[src/rtl/bitonic_sort_sequencer.sv]
// Gathers serial elements into SIZE-wide blocks, launches them into an external
// fixed-latency bitonic sorter when buffer space is guaranteed, captures the
// sorted blocks and drains them serially with valid/ready handshaking.
// Optional performance counters are enabled by defining BITONIC_SEQ_PERF_EN.
module bitonic_sort_sequencer #(
    parameter int VALUE_BITS = 8,
    parameter int DEPTH      = 3,
    parameter int DIRECTION  = 0,
    parameter int LATENCY    = 6,
    parameter int BUF_BLOCKS = 2
) (
    input  logic                                clk,
    input  logic                                rst_n,
    input  logic                                in_valid,
    output logic                                in_ready,
    input  logic [VALUE_BITS-1:0]               in_data,
    input  logic                                in_last,
    output logic [(1<<DEPTH)*VALUE_BITS-1:0]    sort_in,
    input  logic [(1<<DEPTH)*VALUE_BITS-1:0]    sort_out,
    output logic                                out_valid,
    input  logic                                out_ready,
    output logic [VALUE_BITS-1:0]               out_data,
    output logic                                out_last,
    output logic                                busy
`ifdef BITONIC_SEQ_PERF_EN
    ,
    output logic [31:0]                         perf_blocks,
    output logic [31:0]                         perf_stall,
    output logic [31:0]                         perf_partial
`endif
);

    localparam int SIZE = 1 << DEPTH;
    localparam int BW   = SIZE * VALUE_BITS;
    localparam int CW   = DEPTH + 1;
    localparam int PW   = (BUF_BLOCKS > 1) ? $clog2(BUF_BLOCKS) : 1;
    localparam int OW   = $clog2(BUF_BLOCKS + 1);
    // Pads sort to the top indices so real elements always occupy 0..n-1
    localparam logic [VALUE_BITS-1:0] PAD = (DIRECTION == 0) ? {VALUE_BITS{1'b1}} : {VALUE_BITS{1'b0}};
    localparam logic [BW-1:0] PAD_BLOCK = {SIZE{PAD}};

    typedef enum logic {FILL, LAUNCH_WAIT} state_t;

    state_t          state_reg;
    logic [CW-1:0]   cnt_reg;
    logic [BW-1:0]   gath_reg;
    logic            in_ready_reg;
    logic [BW-1:0]   sort_in_reg;
    logic            launch_vld_reg;
    logic [CW-1:0]   launch_n_reg;
    logic            pipe_vld_reg [LATENCY];
    logic [CW-1:0]   pipe_n_reg   [LATENCY];
    logic [OW-1:0]   inflight_reg;
    logic [OW-1:0]   buffered_reg;
    logic [PW-1:0]   head_reg;
    logic [PW-1:0]   tail_reg;
    logic [DEPTH-1:0] idx_reg;
    logic [BW-1:0]   buf_data_mem [BUF_BLOCKS];
    logic [CW-1:0]   buf_n_mem    [BUF_BLOCKS];

    logic [BW-1:0]   merged;
    logic [BW-1:0]   launch_block;
    logic [CW-1:0]   launch_n;
    logic [BW-1:0]   head_word;
    logic            accept, close_now, credit, launch, capture, handshake, pop;

    function automatic logic [PW-1:0] ptr_inc(input logic [PW-1:0] p);
        return (p == PW'(BUF_BLOCKS - 1)) ? '0 : p + 1'b1;
    endfunction

    // Gather block with the incoming element dropped into slot cnt
    generate
        for (genvar gi = 0; gi < SIZE; gi++) begin : g_merge
            assign merged[gi*VALUE_BITS +: VALUE_BITS] =
                (cnt_reg == CW'(gi)) ? in_data : gath_reg[gi*VALUE_BITS +: VALUE_BITS];
        end
    endgenerate

    // Close/credit/launch decisions; credit counts a pop happening this cycle
    always_comb begin
        accept       = in_ready && in_valid;
        close_now    = accept && ((cnt_reg == CW'(SIZE - 1)) || in_last);
        credit       = (int'(inflight_reg) + int'(buffered_reg) - int'(pop)) < BUF_BLOCKS;
        launch       = (state_reg == FILL) ? (close_now && credit) : credit;
        launch_block = (state_reg == FILL) ? merged : gath_reg;
        launch_n     = (state_reg == FILL) ? cnt_reg + 1'b1 : cnt_reg;
        capture      = pipe_vld_reg[LATENCY-1];
    end

    // Gather FSM: FILL accepts elements, LAUNCH_WAIT holds a closed block until credit
    always_ff @(posedge clk) begin
        if (!rst_n) begin
            state_reg    <= FILL;
            cnt_reg      <= '0;
            gath_reg     <= PAD_BLOCK;
            in_ready_reg <= 1'b0;
        end else begin
            in_ready_reg <= 1'b1;
            case (state_reg)
                FILL: begin
                    if (accept) begin
                        if (close_now && credit) begin
                            gath_reg <= PAD_BLOCK;
                            cnt_reg  <= '0;
                        end else begin
                            gath_reg <= merged;
                            cnt_reg  <= cnt_reg + 1'b1;
                            if (close_now) begin
                                state_reg    <= LAUNCH_WAIT;
                                in_ready_reg <= 1'b0;
                            end
                        end
                    end
                end
                LAUNCH_WAIT: begin
                    if (credit) begin
                        gath_reg  <= PAD_BLOCK;
                        cnt_reg   <= '0;
                        state_reg <= FILL;
                    end else begin
                        in_ready_reg <= 1'b0;
                    end
                end
                default: state_reg <= FILL;
            endcase
        end
    end

    // Launch register and in-flight tracker; sort_out matches sort_in LATENCY cycles later
    always_ff @(posedge clk) begin
        if (!rst_n) begin
            sort_in_reg    <= PAD_BLOCK;
            launch_vld_reg <= 1'b0;
            launch_n_reg   <= '0;
            for (int i = 0; i < LATENCY; i++) begin
                pipe_vld_reg[i] <= 1'b0;
                pipe_n_reg[i]   <= '0;
            end
        end else begin
            launch_vld_reg <= launch;
            if (launch) begin
                sort_in_reg  <= launch_block;
                launch_n_reg <= launch_n;
            end
            pipe_vld_reg[0] <= launch_vld_reg;
            pipe_n_reg[0]   <= launch_n_reg;
            for (int i = 1; i < LATENCY; i++) begin
                pipe_vld_reg[i] <= pipe_vld_reg[i-1];
                pipe_n_reg[i]   <= pipe_n_reg[i-1];
            end
        end
    end

    // Block buffer storage; contents are qualified by the occupancy counters
    always_ff @(posedge clk) begin
        if (capture) begin
            buf_data_mem[tail_reg] <= sort_out;
            buf_n_mem[tail_reg]    <= pipe_n_reg[LATENCY-1];
        end
    end

    // Occupancy counters, buffer pointers and drain index
    always_ff @(posedge clk) begin
        if (!rst_n) begin
            inflight_reg <= '0;
            buffered_reg <= '0;
            head_reg     <= '0;
            tail_reg     <= '0;
            idx_reg      <= '0;
        end else begin
            inflight_reg <= inflight_reg + OW'(launch) - OW'(capture);
            buffered_reg <= buffered_reg + OW'(capture) - OW'(pop);
            if (capture) tail_reg <= ptr_inc(tail_reg);
            if (handshake) begin
                if (out_last) begin
                    idx_reg  <= '0;
                    head_reg <= ptr_inc(head_reg);
                end else begin
                    idx_reg <= idx_reg + 1'b1;
                end
            end
        end
    end

    assign head_word = buf_data_mem[head_reg];
    assign out_valid = (buffered_reg != '0);
    assign out_data  = out_valid ? head_word[idx_reg*VALUE_BITS +: VALUE_BITS] : '0;
    assign out_last  = out_valid && (CW'(idx_reg) == buf_n_mem[head_reg] - 1'b1);
    assign handshake = out_valid && out_ready;
    assign pop       = handshake && out_last;
    assign in_ready  = in_ready_reg && rst_n;
    assign sort_in   = sort_in_reg;
    assign busy      = (cnt_reg != '0) || (state_reg == LAUNCH_WAIT) ||
                       (inflight_reg != '0) || (buffered_reg != '0);

`ifdef BITONIC_SEQ_PERF_EN
    logic [31:0] perf_blocks_reg, perf_stall_reg, perf_partial_reg;

    // Free-running event counters, wrapping naturally at 2^32
    always_ff @(posedge clk) begin
        if (!rst_n) begin
            perf_blocks_reg  <= '0;
            perf_stall_reg   <= '0;
            perf_partial_reg <= '0;
        end else begin
            if (launch) perf_blocks_reg <= perf_blocks_reg + 1'b1;
            if (state_reg == LAUNCH_WAIT && in_valid) perf_stall_reg <= perf_stall_reg + 1'b1;
            if (launch && launch_n != CW'(SIZE)) perf_partial_reg <= perf_partial_reg + 1'b1;
        end
    end

    assign perf_blocks  = perf_blocks_reg;
    assign perf_stall   = perf_stall_reg;
    assign perf_partial = perf_partial_reg;
`endif

endmodule

[config.mk]
export PLATFORM = sky130hd
export DESIGN_NAME = bitonic_sort_sequencer
export DESIGN_NICKNAME = d
export VERILOG_FILES = /design/src/rtl/bitonic_sort_sequencer.sv
export SDC_FILE = /design/constraint.sdc
export NUM_CORES = 1
export LEC_CHECK = 0
export ABC_CLOCK_PERIOD_IN_PS = 9400
export CAP_MARGIN = 25
export CORE_MARGIN = 5
export CORE_UTILIZATION = 60
export CTS_CLUSTER_SIZE = 28
export DETAILED_ROUTE_END_ITERATION = 7
export GPL_TIMING_DRIVEN = 0
export PLACE_DENSITY_LB_ADDON = 0.08
export SLEW_MARGIN = 20
export SYNTH_ARGS = -nofsm -noshare
export SYNTH_HDL_FRONTEND = slang
export SYNTH_SLANG_ARGS = --single-unit
[constraint.sdc]
create_clock -name clk -period 9.4 [get_ports clk]
set_clock_uncertainty 0.1 [all_clocks]
set_input_delay 0.94 -clock clk [delete_from_list [all_inputs] [get_ports clk]]
set_output_delay 0.94 -clock clk [all_outputs]
set_load 0.02 [all_outputs]
# Yosys cells after proc, flatten, opt, wreduce, memory -nomap -nowiden
# Memory sizes are Yosys's and may differ from the RTL's. A register that Yosys moved wholly into a read port is not among the register bits.
# Cells that the tools add are included.
[word_totals]
memories = 4
wordCells = 122
mem_bits_rw = 166
in_bits = 77
reg_bits = 148
output_inout_bits = 76
[mem_list]
columns = ["name", "depth", "width", "read_ports", "rd_ports_with_merged_regs", "wr", "line_no", "rtl"]
rows = [
  ["buf_data_mem", 2, 64, 1, 1, 1, "58", "logic [BW-1:0] buf_data_mem [BUF_BLOCKS];"],
  ["pipe_n_reg", 6, 4, 6, 0, 6, "52", "logic [CW-1:0] pipe_n_reg [LATENCY];"],
  ["buf_n_mem", 2, 4, 1, 1, 1, "59", "logic [CW-1:0] buf_n_mem [BUF_BLOCKS];"],
  ["pipe_vld_reg", 6, 1, 6, 0, 6, "51", "logic pipe_vld_reg [LATENCY];"],
]
[classes]
n_lt_le_gt_ge = 1
n_shift = 1
bitwise = 13
addsub = 11
n_mux = 53
n_eq_ne = 10
reduce_logical = 17
[ops]
columns = ["cell", "count"]
rows = [
  ["64-bit two-way mux", 4],
  ["64-bit case mux with 2 select lines", 1],
  ["8-bit two-way mux", 9],
  ["64-bit by 7-bit indexed part select with 8-bit output", 1],
  ["4-bit two-way mux", 10],
  ["1-bit two-way mux", 25],
  ["4-bit by 3-bit == test with 1-bit output, second input constant", 4],
  ["1-bit OR", 12],
  ["4-bit by 2-bit == test with 1-bit output, second input constant", 2],
  ["4-bit case mux with 2 select lines", 1],
  ["1-bit logical AND", 7],
  ["2-bit by 1-bit adder with 2-bit output", 2],
  ["4-bit by 1-bit adder with 4-bit output, second input constant", 1],
  ["3-bit by 4-bit == test with 1-bit output", 1],
  ["4-bit by 1-bit == test with 1-bit output, second input constant", 1],
  ["4-bit logical NOT", 1],
  ["1-bit logical OR", 4],
  ["4-bit by 3-bit < comparator with 1-bit output, second input constant", 1],
  ["1-bit case mux with 2 select lines", 2],
  ["2-bit AND reduction", 2],
  ["2-bit nonzero test", 2],
  ["4-bit nonzero test", 1],
  ["2-bit by 1-bit subtractor with 2-bit output", 2],
  ["3-bit by 1-bit subtractor with 4-bit output", 1],
  ["other kinds (8)", 9],
]

# Longest topological paths before layout
# Gate-level depths: netlist (run 1).
[logic_depth]
word_depth = 10
mapped_depth = 22
mapped_depth_nobuf = 18

# Worst setup path after synthesis (run 1)
# OpenSTA, ideal clock, no wires.
[synth_timing]
path_type = "reg2reg"
from = "register with a tool-made name"
to = "register inflight_reg[0]"
period_less_slack_ps = 4339
stages_incl_launch_ff = 21
arrival_time_ps = 4124
path_buffers = 4
setup_time_ps = 115
slack_ps = 5061
required_time_ps = 9185
path_cell_list = "dfxtp_1 buf_6 buf_8 mux2i_1 ha_1 xnor2_1 xnor2_1 nand4_1 nor3_4 ha_1 nor2b_1 fa_1 o32a_4 a21oi_4 inv_2 buf_4 buf_2 ha_1 inv_1 ha_1 and2_1"
[synth_rtl]
columns = ["item", "line_no", "rtl"]
rows = [
  ["end signal: assignment", "171", "inflight_reg <= inflight_reg + OW'(launch) - OW'(capture);"],
  ["end: declaration", "53", "logic [OW-1:0] inflight_reg;"],
]

==> flow_metrics.env, run 1 <==
export IMPL_fin_tns_setup_ns=0
export IMPL_nFillCells=1485
export IMPL_globalplace_congestion=0.8989
export IMPL_track_usage_pct=27.19
export IMPL_clk_path_buf_depth=3
export IMPL_ioPinCount=153
export IMPL_multiInputGateArea_mm2=0.004518
export IMPL_die_area_mm2=0.02426
export IMPL_min_delay_path_depth=1
export IMPL_cp_start_kind="register"
export IMPL_drc_errors=0
export IMPL_pwr_density_cell_mw_per_mm2=176.3
export IMPL_dr_total_vias=9392
export IMPL_rsz0062_at_grt="false"
export IMPL_avgSynthCellArea_um2=11.97
export IMPL_max_freq_mhz=197.2
export IMPL_setup_viol=0
export IMPL_hold_path_class="reg2reg"
export IMPL_tightest_slew_ns=0.7965
export IMPL_worstPathArrival_ns=5.38
export IMPL_yosysUniqueCellTypes=57
export IMPL_seqCellArea_mm2=0.007667
export IMPL_dr_pass1_iters=5
export IMPL_hold_buffers=0
export IMPL_routed_wirelength_um=32900
export IMPL_initial_core_util_pct=60.82
export IMPL_nets=1336
export IMPL_antennaDiodeCount=0
export IMPL_required_ns=9.71
export IMPL_run_status="finished clean"
export IMPL_ctsResizeCount=0
export IMPL_relSlewSlack_pct=46.90
export IMPL_coreArea_mm2=0.02096
export IMPL_netlist_instances=1065
export IMPL_reg2reg_depth=21
export IMPL_placementRows=53
export IMPL_cts_tree="yes"
export IMPL_vias_per_cell=6.083
export IMPL_synth_edf_count=136
export IMPL_hold_viol=0
export IMPL_fin_crit_sh_pct=53.95
export IMPL_synth_seq_cells=315
export IMPL_critPathKind="reg2reg"
export IMPL_first_global_vias=9541
export IMPL_fp_dieH_um=155.7
export IMPL_grt_overflow=0
export IMPL_cts_root_buf="clkbuf_16"
export IMPL_cts_buffers=31
export IMPL_ys_seq_area_share_pct=60.16
export IMPL_syn2layout_area_growth_pct=21.91
export IMPL_port_buffers=144
export IMPL_grt_max_degree=51
export IMPL_htree_levels=1
export IMPL_clkTransAtPathRegs_ns=0.07
export IMPL_peakVddDrop_v=0.0001578
export IMPL_grt_pass1_wl_um=52010
export IMPL_largest_reg_flops=128
export IMPL_crit_fanout=10
export IMPL_crit_path_end_kind="register"
export IMPL_drv_slew=0
export IMPL_fin_hold_ws_ns=0.3309
export IMPL_clk_latency_ns=0.55
export IMPL_die_w_um=155.7
export IMPL_clkSinkCount=315
export IMPL_layout_min_cycle_time_ns=5.071
export IMPL_slowest_stage="fa_1"
export IMPL_power_total_mw=2.739
export IMPL_yosys_warnings=0
export IMPL_max_cap_violations=0
export IMPL_slowest_delay_ns=0.48
export IMPL_async_flop_share_pct=0
export IMPL_leakage_nw=5.693
export IMPL_dp_hpwl_um=22260
export IMPL_post_cts_buffers=0
export IMPL_ys_flop_type="dfxtp_1"
export IMPL_syn_num_nets=1156
export IMPL_cpMostUsedCell="ha_1"
export IMPL_synth_area_mm2=0.01274
export IMPL_ant_nets=0
export IMPL_crit_chain="buf_6 > buf_8 > mux2i_1 > ha_1 > xnor2_1 > xnor2_1 > nand4_1 > nor3_4 > ha_1 > nor2b_1 > fa_1 > o32a_4 > a21oi_4 > inv_2 > buf_4 > buf_2 > ha_1 > inv_1 > ha_1 > xnor2_1 > nor2_1"
export IMPL_drive_above_1_share_pct=9.850
export IMPL_antenna_found_initial=0
export IMPL_drt_iter0_drc=984
export IMPL_wl_per_cell_um=21.31
## critical path: cells and delay by family, from the launching register on
family / cells / cell delay [ns]
multiplexers: 1 / 0.30
XOR/XNOR: 3 / 0.43
buffers and inverters: 6 / 1.00
adder cells (fa/ha/maj): 5 / 1.47
AND/OR/NAND/NOR: 4 / 0.74
flip-flops: 1 / 0.37
AO/OA/AOI/OAI: 2 / 0.48
## area by class of cell
type / instances / area share (%)
Inverter: 14 / 0.3382
Tap cell: 275 / 2.215
Multi-Input combinational cell: 645 / 29.08
Buffer: 91 / 3.326
Timing Repair Buffer: 147 / 9.712
Sequential cell: 315 / 49.35
Clock buffer: 38 / 5.226
Clock inverter: 19 / 0.7570
## cells by family (layout without fill, tap and decap cells)
logic type      after synthesis  count (layout)  share of synthesized area [%]
buf+inv                     105             309                          4.467
mux                          57              57                          8.865
xor+xnor                     14              14                         0.9620
flops                       315             315                          60.16
simple gates                343             343                          12.65
fa+ha+maj                    14              14                          1.433
compound gates              217             217                          11.47
## synth_stat cells (10+ instances only)
| cell type | number | area, µm² |
|---|---|---|
| o311ai_0 | 32 | 280.3 |
| nor2_1 | 77 | 289.0 |
| inv_1 | 13 | 48.80 |
| ha_1 | 13 | 162.7 |
| mux4_2 | 25 | 563.0 |
| clkbuf_1 | 47 | 176.4 |
| buf_2 | 12 | 60.06 |
| nand2_1 | 85 | 319.1 |
| dfxtp_1 | 179 | 3583 |
| o21ai_1 | 20 | 100.1 |
| xnor2_1 | 10 | 87.58 |
| buf_1 | 13 | 48.80 |
| mux2i_1 | 15 | 150.1 |
| edfxtp_1 | 136 | 4084 |
| mux4_1 | 15 | 394.1 |
| o21ai_0 | 41 | 205.2 |
| nor3_1 | 116 | 580.6 |
| and2_1 | 45 | 281.5 |
| a21oi_1 | 60 | 300.3 |
| o311ai_1 | 24 | 210.2 |
## placed cells by master (no fill, tap or decap), types with 14 or more instances in the layout
cell / instances
clkdlybuf4s50_1: 144
o21ai_0: 41
edfxtp_1: 136
nor2_1: 76
mux4_1: 15
nand2_1: 85
o311ai_1: 24
a21oi_1: 60
dfxtp_1: 179
nor3_1: 116
clkbuf_1: 53
and2_1: 44
o21ai_1: 20
o311ai_0: 32
inv_1: 14
mux4_2: 25
mux2i_1: 15
clkbuf_16: 31
## metrics by stage
stage / instance area (µm²) / utilization [%] / setup WS (ns) / instances
finish: 15540 / 74.15 / 4.329 / 1544
floorplan: 12740 / - / 5.061 / 1065
detailed placement: 14610 / 69.71 / 4.425 / 1487
global route: 15540 / 74.15 / 4.080 / 1544
CTS: 15540 / 74.15 / 4.348 / 1544
global placement: 14530 / 69.34 / 3.893 / 1484
## power breakdown
group | switching (mW) | internal (mW) | total (mW)
clock network | 0.507 | 0.637 | 1.14
logic | 0.0862 | 0.0623 | 0.148
registers | 0.00844 | 1.44 | 1.45
## layer usage
layer,share of wire (%),track usage (%),wire (µm)
met1,41,38.21,13420
met4,2.7,7.712,873
met5,0,0,0
met2,48,44.39,15780
met3,8.6,4.411,2818
## worst paths after layout
check / from / endpoint / slack (ns)
worst max-delay path: register / inflight_reg[1] / 4.33
worst min-delay path: pipe_n_reg[2][2] / pipe_n_reg[3][2] / 0.33
worst max register to register: register / inflight_reg[1] / 4.33
worst min register to register: pipe_n_reg[2][2] / pipe_n_reg[3][2] / 0.33
Note: power is estimated with default switching activity, not from simulation.
==> run 2: changes to the inputs <==
--- a/config.mk
+++ b/config.mk
@@ -5,10 +5,10 @@
 export SDC_FILE = /design/constraint.sdc
 export NUM_CORES = 1
 export LEC_CHECK = 0
-export ABC_CLOCK_PERIOD_IN_PS = 9400
+export ABC_CLOCK_PERIOD_IN_PS = 4130
 export CAP_MARGIN = 25
 export CORE_MARGIN = 5
-export CORE_UTILIZATION = 60
+export CORE_UTILIZATION = 50
 export CTS_CLUSTER_SIZE = 28
 export DETAILED_ROUTE_END_ITERATION = 7
 export GPL_TIMING_DRIVEN = 0
==> constraint.sdc (replaced) <==
create_clock -name clk -period 4.13 [get_ports clk]
set_clock_uncertainty 0.1 [all_clocks]
set_input_delay 0.413 -clock clk [delete_from_list [all_inputs] [get_ports clk]]
set_output_delay 0.413 -clock clk [all_outputs]
set_load 0.02 [all_outputs]
==> flow_metrics.env, run 2 (synthesis gave the netlist of run 1 again) <==
export IMPL_rsz0062_at_grt="true"
export IMPL_intPower_mw=5.264
export IMPL_worstPathArrival_ns=4.32
export IMPL_clk_path_buf_depth=3
export IMPL_power_switching_mw=1.442
export IMPL_htree_levels=2
export IMPL_relSlewSlack_pct=45.12
export IMPL_seq_power_share_pct=49.1
export IMPL_crit_chain="buf_12 > mux2i_4 > ha_2 > xnor2_2 > xnor2_1 > nand4_1 > nor3_4 > ha_4 > inv_1 > ha_1 > and3b_2 > o32a_4 > buf_4 > buf_2 > o211ai_2 > a21oi_1 > o21ai_0"
export IMPL_seqCellArea_mm2=0.007669
export IMPL_crit_fanout=10
export IMPL_grt_overflow=0
export IMPL_multiInputGateArea_mm2=0.004623
export IMPL_fin_crit_sh_pct=96.54
export IMPL_run_status="finished clean"
export IMPL_nFillCells=2046
export IMPL_die_w_um=169.7
export IMPL_antennaDiodeCount=0
export IMPL_critPathKind="reg2reg"
export IMPL_setup_viol=0
export IMPL_post_route_util_pct=64.02
export IMPL_setup_ws_ns=0.1429
export IMPL_largest_reg_flops=128
export IMPL_clkPwrFrac_pct=45.8
export IMPL_pre_cts_ws_ns=-0.7339
export IMPL_nets=1355
export IMPL_slowest_delay_ns=0.41
export IMPL_coreArea_mm2=0.02511
export IMPL_swShare_pct=21.50
export IMPL_stdcell_count=1618
export IMPL_drc_errors=0
export IMPL_first_global_vias=9306
export IMPL_vias_per_cell=5.748
export IMPL_dpl_cell_count=1543
export IMPL_p_comb_share_pct=5.1
export IMPL_max_cap_violations=0
export IMPL_clkTransAtPathRegs_ns=0.06
export IMPL_globalplace_congestion=0.8684
export IMPL_path_buf_inv=4
export IMPL_cts_buffers=35
export IMPL_clk_latency_ns=0.52
export IMPL_cts_root_buf="clkbuf_16"
export IMPL_drt_iter0_drc=814
export IMPL_drv_slew=0
export IMPL_antenna_found_initial=0
export IMPL_hold_path_class="reg2reg"
export IMPL_leakage_nw=5.885
export IMPL_required_ns=4.46
export IMPL_cp_top_family="compound AO/OA/AOI/OAI gates"
export IMPL_hold_viol=0
export IMPL_clkSinkCount=315
export IMPL_min_delay_start="pipe_n_reg[3][3]"
export IMPL_cp_start_kind="register"
export IMPL_final_cell_mix="dfxtp_1 (178), clkdlybuf4s50_1 (144), edfxtp_1 (136)"
export IMPL_placed_area_mm2=0.01477
export IMPL_crit_path_end_kind="register"
export IMPL_fin_hold_ws_ns=0.3301
export IMPL_peakVddDrop_v=0.0003720
export IMPL_fp_dieH_um=169.7
export IMPL_pwr_density_cell_mw_per_mm2=417.1
export IMPL_max_freq_mhz=250.8
export IMPL_tightest_slew_ns=0.8201
export IMPL_final_area_mm2=0.01608
export IMPL_layout_min_cycle_time_ns=3.987
export IMPL_slowest_stage="o211ai_2"
export IMPL_drive_above_1_share_pct=12.27
export IMPL_dr_pass1_iters=5
export IMPL_cts_tree="yes"
export IMPL_mostFrequentLayoutCell="dfxtp_1"
export IMPL_track_usage_pct=23.05
export IMPL_grt_max_degree=54
export IMPL_port_buffers=144
export IMPL_die_area_mm2=0.02878
export IMPL_ant_nets=0
export IMPL_fin_tns_setup_ns=0
export IMPL_power_total_mw=6.706
export IMPL_grt_pass1_wl_um=52000
export IMPL_wl_per_cell_um=20.70
export IMPL_placementRows=58
export IMPL_dp_hpwl_um=22800
export IMPL_syn2layout_area_growth_pct=26.13
export IMPL_dr_total_vias=9301
export IMPL_ioPinCount=153
export IMPL_initial_core_util_pct=50.76
export IMPL_routed_wirelength_um=33500
==> run 2: path summary, 6_finish.rpt <==
check | to | slack [ns] | cells after the start
max | gath_reg[49] | 0.14 | 17
min | pipe_n_reg[4][3] | 0.33 | 1
max reg2reg | gath_reg[49] | 0.14 | 17
min reg2reg | pipe_n_reg[4][3] | 0.33 | 1
==> run 2: timing repair <==
item,in CTS,in global routing
pin swaps,3,5
endpoints found under the setup margin,137,64
hold buffers,0,0
resized for setup,6,15
buffers inserted,8,8
gates cloned,0,0
==> run 2: worst reg2reg max path, cell delays in order, from the launching register on <==
cell and delay (ns):
dfxtp_2 0.35, buf_12 0.12, mux2i_4 0.23, ha_2 0.22, xnor2_2 0.12, xnor2_1 0.14, nand4_1 0.18, nor3_4 0.29
ha_4 0.15, inv_1 0.05, ha_1 0.26, and3b_2 0.24, o32a_4 0.34, buf_4 0.16, buf_2 0.21, o211ai_2 0.41
a21oi_1 0.12, o21ai_0 0.20
==> run 2: area by class of cell <==
class                      count  share of cell area, %
buffer                        89                  3.269
clock buffer                  48                  6.055
timing repair buffer         164                  10.31
inverter                      14                 0.3425
sequential                   315                  47.70
clock inverter                13                 0.9963
multi-input combinational    645                  28.76
tap                          330                  2.568
==> run 2: power by group through the flow <==
| stage | clock (mW) | sequential, mW | combinational (mW) |
|---|---|---|---|
| after global placement | 0 | 3.36 | 0.330 |
| after floorplan | 0 | 3.38 | 0.121 |
| after global routing | 3.25 | 3.29 | 0.366 |
| final | 3.07 | 3.29 | 0.342 |
| after detailed placement | 0 | 3.36 | 0.334 |
| after CTS | 3.11 | 3.29 | 0.337 |
==> run 2: routing by layer <==
metal	vias up	part of all wire (%)	track usage (%)
met2	360	46	35.18
li1	4364	-	-
met1	4526	45	33.92
met4	0	2.1	6.300
met3	51	7.8	4.566
met5	-	0	0
